## src/rtl/seq_barrel_shifter_pkg.sv

```systemverilog
// Shared types for the sequential barrel shifter.
// Mode and FSM state encodings plus a counter-width helper.
package seq_shifter_pkg;

  typedef enum logic [2:0] {
    MODE_ROL     = 3'b000,
    MODE_ROR     = 3'b001,
    MODE_SLL     = 3'b010,
    MODE_SRL     = 3'b011,
    MODE_SRA     = 3'b100,
    MODE_REV_ROL = 3'b101,
    MODE_RSV6    = 3'b110,
    MODE_RSV7    = 3'b111
  } mode_t;

  typedef enum logic [1:0] {
    ST_IDLE  = 2'b00,
    ST_SHIFT = 2'b01,
    ST_DONE  = 2'b10
  } state_t;

  // Stage counter holds 0..w-1; keep at least one bit.
  function automatic int cnt_bits(input int w);
    return (w > 1) ? $clog2(w) : 1;
  endfunction

endpackage

```

## src/rtl/seq_barrel_shifter_shift_stage.sv

```systemverilog
// One barrel stage: moves data by 2**k when enabled.
// Mode 101 rotates left only when SEQ_SHIFTER_REVERSE_EN is defined.
module shift_stage
  import seq_shifter_pkg::*;
#(
  parameter int width = 3,
  parameter int k     = 0
) (
  input  mode_t                mode,
  input  logic                 en,
  input  logic [2**width-1:0]  data,
  output logic [2**width-1:0]  result
);

  localparam int N = 2**width;
  localparam int D = 2**k;

  logic [N-1:0] rol;
  logic [N-1:0] ror;
  logic [N-1:0] sll;
  logic [N-1:0] srl;
  logic [N-1:0] sra;

  assign rol = (data << D) | (data >> (N - D));
  assign ror = (data >> D) | (data << (N - D));
  assign sll = data << D;
  assign srl = data >> D;
  assign sra = $unsigned($signed(data) >>> D);

  always_comb begin
    result = data;
    if (en) begin
      case (mode)
        MODE_ROL: result = rol;
        MODE_ROR: result = ror;
        MODE_SLL: result = sll;
        MODE_SRL: result = srl;
        MODE_SRA: result = sra;
`ifdef SEQ_SHIFTER_REVERSE_EN
        MODE_REV_ROL: result = rol;
`endif
        default:  result = data;
      endcase
    end
  end

endmodule

```

## src/rtl/seq_barrel_shifter.sv

```systemverilog
// Sequential barrel shifter: one stage per cycle, fixed latency.
// Optional bit-reverse-then-rotate mode via SEQ_SHIFTER_REVERSE_EN.
module seq_barrel_shifter
  import seq_shifter_pkg::*;
#(
  parameter int width = 3
) (
  input  logic                clk,
  input  logic                reset,
  input  logic                in_valid,
  output logic                in_ready,
  input  logic [2:0]          mode,
  input  logic [width-1:0]    shift_amt,
  input  logic [2**width-1:0] data_in,
  output logic                out_valid,
  input  logic                out_ready,
  output logic [2**width-1:0] data_out
);

  localparam int N  = 2**width;
  localparam int CW = cnt_bits(width);
  localparam logic [CW-1:0] LAST = CW'(width - 1);

  state_t            state;
  state_t            state_nxt;
  mode_t             mode_q;
  logic [width-1:0]  amt_q;
  logic [CW-1:0]     cnt;
  logic [N-1:0]      work;
  logic [N-1:0]      work_nxt;
  logic [N-1:0]      load;
  logic [N-1:0]      stage_res [width];
  logic              accept;
  logic              last;

`ifdef SEQ_SHIFTER_REVERSE_EN
  logic [N-1:0] rev;

  for (genvar i = 0; i < N; i++) begin : g_rev
    assign rev[i] = data_in[N-1-i];
  end

  assign load = (mode == MODE_REV_ROL) ? rev : data_in;
`else
  assign load = data_in;
`endif

  for (genvar s = 0; s < width; s++) begin : g_stage
    shift_stage #(
      .width (width),
      .k     (s)
    ) u_stage (
      .mode   (mode_q),
      .en     (amt_q[s]),
      .data   (work),
      .result (stage_res[s])
    );
  end

  // Only the stage matching the counter may update the working register.
  always_comb begin
    work_nxt = work;
    for (int s = 0; s < width; s++) begin
      if (cnt == CW'(s)) work_nxt = stage_res[s];
    end
  end

  assign last   = (cnt == LAST);
  assign accept = in_valid && in_ready;

  always_ff @(posedge clk or posedge reset) begin
    if (reset) state <= ST_IDLE;
    else       state <= state_nxt;
  end

  always_comb begin
    state_nxt = state;
    unique case (state)
      ST_IDLE:  if (in_valid)  state_nxt = ST_SHIFT;
      ST_SHIFT: if (last)      state_nxt = ST_DONE;
      ST_DONE:  if (out_ready) state_nxt = ST_IDLE;
      default:                 state_nxt = ST_IDLE;
    endcase
  end

  always_comb begin
    in_ready  = (state == ST_IDLE);
    out_valid = (state == ST_DONE);
  end

  always_ff @(posedge clk or posedge reset) begin
    if (reset) begin
      mode_q <= MODE_ROL;
      amt_q  <= '0;
      cnt    <= '0;
      work   <= '0;
    end else if (accept) begin
      mode_q <= mode_t'(mode);
      amt_q  <= shift_amt;
      cnt    <= '0;
      work   <= load;
    end else if (state == ST_SHIFT) begin
      work   <= work_nxt;
      cnt    <= last ? '0 : cnt + CW'(1);
    end
  end

  assign data_out = work;

endmodule

```

## config.mk

```make
export PLATFORM = sky130hd
export DESIGN_NAME = seq_barrel_shifter
export DESIGN_NICKNAME = d
export VERILOG_FILES = /design/src/rtl/seq_barrel_shifter_pkg.sv /design/src/rtl/seq_barrel_shifter_shift_stage.sv /design/src/rtl/seq_barrel_shifter.sv
export SDC_FILE = /design/constraint.sdc
export NUM_CORES = 1
export LEC_CHECK = 0
export CAP_MARGIN = 20
export CORE_MARGIN = 2
export CORE_UTILIZATION = 39
export CTS_BUF_LIST = sky130_fd_sc_hd__clkbuf_8
export CTS_CLUSTER_SIZE = 20
export DETAILED_ROUTE_END_ITERATION = 7
export HOLD_SLACK_MARGIN = 0.08
export PLACE_DENSITY = 0.68
export SLEW_MARGIN = 5
export SYNTH_ARGS = -nofsm -noshare
export SYNTH_HDL_FRONTEND = slang
export SYNTH_SLANG_ARGS = --single-unit
```

## constraint.sdc

```tcl
create_clock -name clk -period 1.9 [get_ports clk]
set_input_delay 0.38 -clock clk [delete_from_list [all_inputs] [get_ports clk]]
set_output_delay 0.38 -clock clk [all_outputs]
set_load 0.03 [all_outputs]
```

Word level (Yosys, flattened, before mapping)
Index checks and enable logic that the tools add are counted.
{ "totals": {"word_cells": 59, "regBits": 18} }
{ "op_classes": {"mux": 18, "add_sub_neg": 1, "n_bitwise": 5, "n_eq_ne": 16, "n_reduce_logical": 13} }
{ "ops": {"columns": ["operator", "count"], "rows": [
  ["$pmux W8 S5", 2],
  ["$mux W8", 8],
  ["$pmux W8 S4", 1],
  ["$mux W2", 6],
  ["$or A6 B8 Y8", 1],
  ["$or A7 B8 Y8", 1],
  ["$or A8 B1 Y8", 1],
  ["$or A8 B2 Y8", 1],
  ["$or A8 B4 Y8", 1],
  ["$reduce_and A8 Y1", 1],
  ["$reduce_bool A4 Y1", 2],
  ["$reduce_and A7 Y1", 1],
  ["$reduce_bool A7 Y1", 1],
  ["$eq A3 B2 Y1 const B", 2],
  ["$ne A2 B2 Y1 const B", 3],
  ["$ne A6 B3 Y1 const B", 1],
  ["$pmux W2 S3", 1],
  ["$reduce_bool A6 Y1", 1],
  ["$ne A5 B3 Y1 const B", 1],
  ["$eq A2 B1 Y1 const B", 2],
  ["$eq A2 B2 Y1 const B", 2],
  ["$logic_not A2 Y1", 2],
  ["$ne A4 B4 Y1 const B", 1],
  ["$eq A3 B1 Y1 const B", 1],
  ["other kinds (9)", 9]
]} }

Longest topological paths before layout
{ "logic_depth": {"ltp_word": 8, "depth_mapped": 8} }

Hierarchy
Synthesis repeated with hierarchy kept, for this count alone.
{ "hier_totals": {"cells_unflattened": 194, "area_unflattened_um2": 1766.7} }
{ "by_module_without_submodules": {"columns": ["mod", "n_inst", "cells_each", "area_per_inst_um2", "seq_area_each_um2"], "rows": [
  ["seq_barrel_shifter", 1, 86, 1033.5, 450.4],
  ["shift_stage at g_stage[1].u_stage", 1, 49, 335.3, 0.0],
  ["shift_stage at g_stage[0].u_stage", 1, 31, 221.5, 0.0],
  ["shift_stage at g_stage[2].u_stage", 1, 28, 176.4, 0.0]
]} }

Least setup slack after synthesis
OpenSTA, ideal clock, no wires.
{ "synth_path": {"kind": "register to register", "startpoint": "register state[0]", "endpoint": "register work[0] (netlist: data_out[0])", "arrival_ns": 1.989, "setup_ns": 0.129, "path_slack_ns": -0.218, "period_less_slack_ns": 2.118, "n_path_buf": 1, "stages_incl_launch_ff": 7, "required_ns": 1.771, "path_cell_list": "dfrtp_1 > buf_4 > nor2_1 > nand2_1 > a211o_4 > a2111oi_2 > nor2_1"} }
{ "synth_between": {"elab_chain_cells": 4, "elab_cells_between_ends": 12, "classes_between": "eq/ne: 4; mux: 1; reduce/logical: 7"} }
{ "synth_rtl": {"columns": ["element", "line", "text"], "rows": [
  ["start, declared", "seq_barrel_shifter.sv:24", "state_t state;"],
  ["start signal, assigned", "seq_barrel_shifter.sv:73", "else state <= state_nxt;"],
  ["$logic_not A2 Y1 *", "seq_barrel_shifter.sv:87", "in_ready = (state == ST_IDLE);"],
  ["named net in_ready", "seq_barrel_shifter.sv:11", "output logic in_ready,"],
  ["$logic_and A1 B1 Y1 *", "seq_barrel_shifter.sv:69", "assign accept = in_valid && in_ready;"],
  ["$ne A6 B3 Y1 (no line) (tied with other cells)", null, null],
  ["$reduce_and A7 Y1 (no line)", null, null],
  ["end signal, assigned", "seq_barrel_shifter.sv:101", "work <= load;"],
  ["end signal, assigned", "seq_barrel_shifter.sv:103", "work <= work_nxt;"],
  ["end, declared", "seq_barrel_shifter.sv:29", "logic [N-1:0] work;"]
]} }
The timed path passes the listed nets; every way through them passes the cells marked *.
A chain may end at the register's enable or synchronous reset.

Worst setup path after layout
{ "layout_path": {"startpoint": "register cnt[0]", "endpoint": "register work[0] (netlist: data_out[0])"} }
{ "layout_between": {"elab_chain_cells": 5, "elab_cells_between_ends": 14, "classes_between": "eq/ne: 5; mux: 4; reduce/logical: 5"} }
{ "layout_rtl": {"columns": ["element", "line", "text"], "rows": [
  ["start, declared", "seq_barrel_shifter.sv:28", "logic [CW-1:0] cnt;"],
  ["start signal, assigned", "seq_barrel_shifter.sv:104", "cnt <= last ? '0 : cnt + CW'(1);"],
  ["$eq A2 B1 Y1", "seq_barrel_shifter.sv:64", "if (cnt == CW'(s)) work_nxt = stage_res[s];"],
  ["$mux W8 (2 in a row)", "seq_barrel_shifter.sv:64", null],
  ["$mux W8", "seq_barrel_shifter.sv:102", "end else if (state == ST_SHIFT) begin"],
  ["$mux W8", "seq_barrel_shifter.sv:97", "end else if (accept) begin"]
]} }
Several ways; a longest one is shown, not always the timed one. The select of a mux whose other input is x is not followed.

==> impl_metrics.csv <==
group,metric,value,unit
status,status,"completed",
placement,gp_congestion,0.896,
hold_path,hold_path_class,"in2async",
synth,yosysSeqAreaShare,29.6,%
setup_path,worstPathRequired,2040,ps
route,drt_iter0_drc,78,
sta,hold_violations,0,
grt,track_usage,22.3,%
sta,slew_viol_final,0,
setup_path,reg2reg_depth,7,
setup_path,critPathMaxStageDelay,410,ps
clocking,cts.htree.levels,1,
synth,synth_area_leader_cell,"dfrtp_1",
setup_path,crit_chain,"inv_2 -> ha_4 -> nor3b_1 -> or2_4 -> a211o_4 -> a2111oi_4 -> nor2_1",
setup_path,startpoint,"cnt[0]",
sta,setup_viol_count_final,0,
route,routed_wl,4510,µm
pwr,power_density,2090,mW/mm²
grt,grt_max_degree,19,
synth,synth-async-reset-ratio,100,%
floorplanning,ioPinCount,28,
synth,ys_seq_elements,18,
setup_path,worst-setup-path-type,"reg2reg",
route,num_vias,1566,
synth,yosys.area.top_type_share,29.6,%
pwr,p_leak,0.979,nW
synth,synth_edf_count,0,
placement,place_ws,-258,ps
final_layout,finish.net_count,252,
route,first_pass_iters,4,
floorplanning,die_w,66.4,µm
pwr,p_clk_share,5.7,%
synth,synth.distinct_cells,58,
route,drtAntennaViolNets,0,
pwr,combPwrFrac,75.3,%
sta,finClkSkew,6.14,ps
pwr,power.internal,0.00251,W
final_layout,syn_to_final_growth,47.4,%
synth,synth_ff_type,"dfrtp_1",
floorplanning,core_area,0.00372,mm²
clocking,hold_buffers,0,
synth,synth_area,0.00152,mm²
sta,finalCriticalPeriod,1880,ps
sta,fin_crit_sh,98.8,%
placement,post-dp-hpwl,3310,µm
sta,setup_ws,23.7,ps
job,drv_cap,0,
pwr,switching_share,46.4,%
clocking,cts-root-buf,"clkbuf_8",
clocking,clk_pin_slew,70,ps
synth,synthCells,173,
synth,synthTopCellsByArea,"dfrtp_1 30%, nand2_1 6.7%, mux2_2 3.7%, ha_1 3.3%, mux4_2 3.0%",
sta,rsz0062_at_grt,"true",
floorplanning,initial_core_util,40.9,%
setup_path,critPathMaxFanout,5,
grt,antenna_found_initial,0,
setup_path,cp.arrival,2010,ps
floorplanning,die_height,66.4,µm
clocking,cts.path.max_buffers,2,
sta,max_slew.worst_pin.slew,398,ps
floorplanning,dieArea,0.00441,mm²
final_layout,antenna_cells,0,
route,routedWlPerCell,16.4,µm
clocking,clock_latency,250,ps
placement,io_buffer_count,27,
sta,whs,442,ps
setup_path,critPathCaptureType,"flip-flop",
final_layout,drive_gt1_share,34.6,%
sta,relSlewSlack,73.5,%
setup_path,r2r-start,"cnt[0]",
grt,grt_overflow,0,
grt,grt_pass1_vias,1573,
route,drc,0,
pwr,p_sw,0.00218,W
clocking,cts_num_sinks,18,
setup_path,startpoint_type,"flip-flop",
synth,syn_nets,195,
route,post_drt_via_cell_ratio,5.67,
synth,yosysWarningCount,0,
synth,syn_area_per_cell,8.79,µm²
clocking,cts_tree,"yes",
floorplanning,rows,22,
pwr,seq_power_share,19.0,%
setup_path,cpMaxStageDelayCell,"dfrtp_1",
clocking,cts_buffers,3,
grt,grt_pass1_wl,7490,µm
final_layout,fillers,333,
sta,setup-tns-final,0,ps
pwr,worst_ir_drop_vdd,0.00109,V
sta,clock.fmax,533,MHz
==> power groups by stage <==
stage,Combinational (W),Sequential (W),Clock [W]
after floorplan,0.00194,0.000935,0
final,0.00353,0.000889,0.000267
after global routing,0.00381,0.000934,0.000288
after CTS,0.00325,0.000868,0.000273
after global placement,0.00304,0.000864,0
after detailed placement,0.00311,0.000874,0
==> kinds of logic after synthesis <==
logic type / synth area share (%)
buffers and inverters: 6.26
AOI/OAI and AO/OA: 28.7
DFF: 29.6
and+or+nand+nor: 22.8
muxes: 9.30
adders and majority gates: 3.29
==> worst max-delay path, delay by kind of cell (launching register included) <==
family	cells	cell delay, ps
compound gates	2	640
fa+ha+maj	1	260
buf+inv	1	90
flops	1	410
simple gates	3	360
==> per-layer routing <==
layer  vias to the layer above  part of all wire, %  GRT usage [%]
met1                       754                   42           30.7
met4                         0                  1.2           8.93
met3                        10                  5.9           2.73
met2                        54                   51           35.3
li1                        748                    -              -
met5                         -                    0              0
==> layout by cell type (no fill, tap or decap), types with 4 or more instances in the layout <==
cell / Yosys / layout
buf_4: 1 / 33
nand2_1: 27 / 27
clkdlybuf4s50_1: 0 / 21
dfrtp_1: 18 / 17
nor2_1: 12 / 10
a21oi_1: 8 / 8
o21ai_0: 8 / 7
mux2_2: 5 / 5
inv_1: 9 / 5
inv_2: 0 / 4
mux2i_1: 4 / 4
a31oi_1: 4 / 4
o21a_1: 4 / 4
dlymetal6s2s_1: 0 / 4
==> synth_stat cells (all sizes together) (3+ instances only) <==
master	n
o22ai	3
o21a	4
a21oi	8
a22o	3
nor2b	3
mux2	5
a31oi	4
a211o	3
buf	6
nor2	12
o221ai	3
and3	4
mux2i	4
clkbuf	5
nor3b	4
inv	9
o21ai	9
ha	4
nand2b	4
dfrtp	18
a211oi	3
nand2	28
==> state kept, by name (all words and copies together), names as in the netlist <==
register  cells
cnt           2
state         2
mode_q        3
amt_q         3
data_out      8
==> worst paths after layout <==
kind / to / slack [ps]
max: data_out[0] / 20
min: data_out[5] / 440
max reg2reg: data_out[0] / 20
min reg2reg: amt_q[0] / 510
max in group asynchronous: mode_q[2] / 1230
min in group clk: amt_q[0] / 510
==> final cells by class <==
class                           instances  area (µm²)  share of cell area (%)
Tap cell                               48        60.1                    2.68
Clock buffer                            3        41.3                    1.84
Sequential cell                        18         452                    20.2
Inverter                               10        37.5                    1.68
Timing Repair Buffer                   63         559                    25.0
Multi-Input combinational cell        134        1090                    48.7
==> timing repair <==
action | in CTS | in global routing
pin swaps | 2 | 7
setup endpoints to repair | 9 | 10
buffers inserted | 1 | 3
gates resized for setup | 12 | 21
==> stage by stage <==
| stage | power [W] | utilization (%) | instance area, µm² | instances |
|---|---|---|---|---|
| 2_1_floorplan | 0.00287 | - | 1530 | 173 |
| 3_3_place_gp | 0.00390 | 54.9 | 2040 | 269 |
| 3_5_place_dp | 0.00398 | 54.9 | 2040 | 269 |
| 4_1_cts | 0.00439 | 57.3 | 2130 | 273 |
| 5_1_grt | 0.00504 | 60.3 | 2240 | 276 |
| 6_report | 0.00469 | 60.3 | 2240 | 276 |
Power figures use the tool's default switching activity.
==> RTL change (same flow settings) <==
`width` is set to 3 in 2 places; all go to 4.
--- a/src/rtl/seq_barrel_shifter_shift_stage.sv
+++ b/src/rtl/seq_barrel_shifter_shift_stage.sv
@@ -4,5 +4,5 @@
   import seq_shifter_pkg::*;
 #(
-  parameter int width = 3,
+  parameter int width = 4,
   parameter int k     = 0
 ) (
--- a/src/rtl/seq_barrel_shifter.sv
+++ b/src/rtl/seq_barrel_shifter.sv
@@ -4,5 +4,5 @@
   import seq_shifter_pkg::*;
 #(
-  parameter int width = 3
+  parameter int width = 4
 ) (
   input  logic                clk,
Ports: changed (resized data_in, data_out and shift_amt); port bits go from 28 to 45. The function was not compared with the original's and may differ.
==> RTL change against the unedited design <==
  * The flow now finishes with violations (setup timing)
  * Power up 96%
  * Worst setup slack worse by 110 ps
  * Synthesized area up 83%
  * Sequential share of layout area down 3.4 points
  * Design area up 80%
  * Wire length up 130%
  * Sequential cell count up 9
  * Critical path depth up 3
==> RTL change: results (changes against the unedited design) <==
Status
  – Status: complete, but fails checks
  – Failing checks: setup timing

Critical path
  – Crit path largest cell delay: 490 ps (+80 ps)
  – FF-to-FF End: data_out[11]
  – Reg2reg start: cnt[0]
  – CP arrival: 2180 ps (+170 ps)
  – R2r worst-path depth: 10 (+3)
  – Reg-to-reg setup timing slack: -90 ps (-110 ps)
  – CP max-delay cell: dfrtp_2
  – CP top delay family: buffers and inverters
  – Crit Path Max Fanout: 8 (+3)

Clock tree
  – Clk pin slew, worst setup/hold paths: 110 ps (+40 ps)
  – Worst-Skew Late Latency: 280 ps (+30 ps)

Synthesis
  – Top post-synthesis cells by count: nand3_1, nand2_1, o21ai_0
  – Unique masters post-synth: 59 (+1.7%)
  – Top cells by area, synth: dfrtp_1, nand3_1, o21ai_0, nand2_1, o211ai_1
  – Syn Nets: 398 (+100%)
  – Register area share after synthesis: 24.3% (-5.3 points)

Pwr
  – Sw frac: 51.3% (+4.8 points)
  – Worst vdd ir: 0.00102 V (-7.0%)
  – Comb. pwr: 7.58 mW (+110%)
  – Static Leak: 1.61 nW (+65%)
  – Sequential power: 1.25 mW (+41%)
  – Flop pwr share: 13.6% (-5.4 points)

Detailed routing
  – Metal-1 WL: 4200 µm (+120%)
  – Vias per cell: 6.29 (+11%)
  – Met3 WL: 1040 µm (+290%)
  – WL met2: 5020 µm (+120%)
  – DR iter-0 viols: 414 (+430%)
  – Total iterations of the first detailed-routing run: 5 (+1)

Final layout
  – Layout cells sized above 1: 29.2% (-5.5 points)
  – # nets final: 476 (+89%)
  – Largest register FFs: 16 (+8)

GRT
  – First-pass GRT wire length: 16700 µm (+120%)
  – Largest net degree at the start of global routing: 28 (+9)
  – All-Layer GR Usage: 27.5% (+5.2 points)
  – Vias in the first global route: 3159 (+100%)
  – GR Util met1: 38.0% (+7.2 points)

Place
  – IO buf count: 44 (+63%)
  – DP HPWL: 7370 µm (+120%)
  – Gp weighted congestion: 0.983 (+9.8%)
  – Place WS: -237 ps (+21.2 ps)

STA
  – Final worst setup slack: -85.3 ps (-109 ps)
  – Final setup fails: 11 (+11)
  – Clock skew: 8.66 ps (+2.52 ps)
  – Fin Hold WS: 453 ps (+11.5 ps)
  – Tightest Pin Transition: 408 ps (+10.7 ps)
==> RTL change: cell families after synthesis <==
kind of cell             count (synthesis)  share of synthesized area, %
AO/OA/AOI/OAI                          140                          34.8
adder cells (fa/ha/maj)                  6                          2.70
buffers and inverters                   56                          9.80
flip-flops                              27                          24.3
multiplexers                            13                          5.35
AND/OR/NAND/NOR                        123                          23.0
==> RTL change: repair_timing <==
action	4_1_cts	5_1_grt
gates resized for setup	30	37
pin swaps	3	5
endpoints found under the setup margin	22	19
buffers inserted	3	2
cloned	2	1
==> RTL change: how the worst max path moves through the flow <==
| stage | endpoint | cells past startpoint | slack [ps] |
|---|---|---|---|
| 4_1_cts | data_out[12] | 6 | -70 |
| 5_1_grt | data_out[14] | 8 | -140 |
| 6_report | data_out[11] | 10 | -90 |
| 3_3_place_gp | data_out[11] | 6 | -200 |
| 2_1_floorplan | data_out[15] | 7 | 6 |
| 3_5_place_dp | data_out[11] | 6 | -240 |
==> RTL change: metrics by stage <==
stage          area, µm²  setup TNS (ps)  instances
2_1_floorplan       2790               0        365
3_3_place_gp        3650           -1630        526
3_5_place_dp        3650           -2350        526
4_1_cts             3860            -205        535
5_1_grt             4040           -1620        538
6_report            4040            -336        538
==> RTL change: area by class of cell <==
| type | count | area (µm²) |
|---|---|---|
| Clock buffer | 3 | 41.3 |
| Inverter | 13 | 53.8 |
| Fill cell | 626 | 2790 |
| Tap cell | 96 | 120 |
| Timing Repair Buffer | 116 | 1080 |
| Multi-Input combinational cell | 282 | 2060 |
| Clock inverter | 1 | 3.75 |
| Sequential cell | 27 | 678 |
==> RTL change: worst min-delay path, delay by kind of cell <==
family,cells,cell delay [ps]
buffers and inverters,3,790
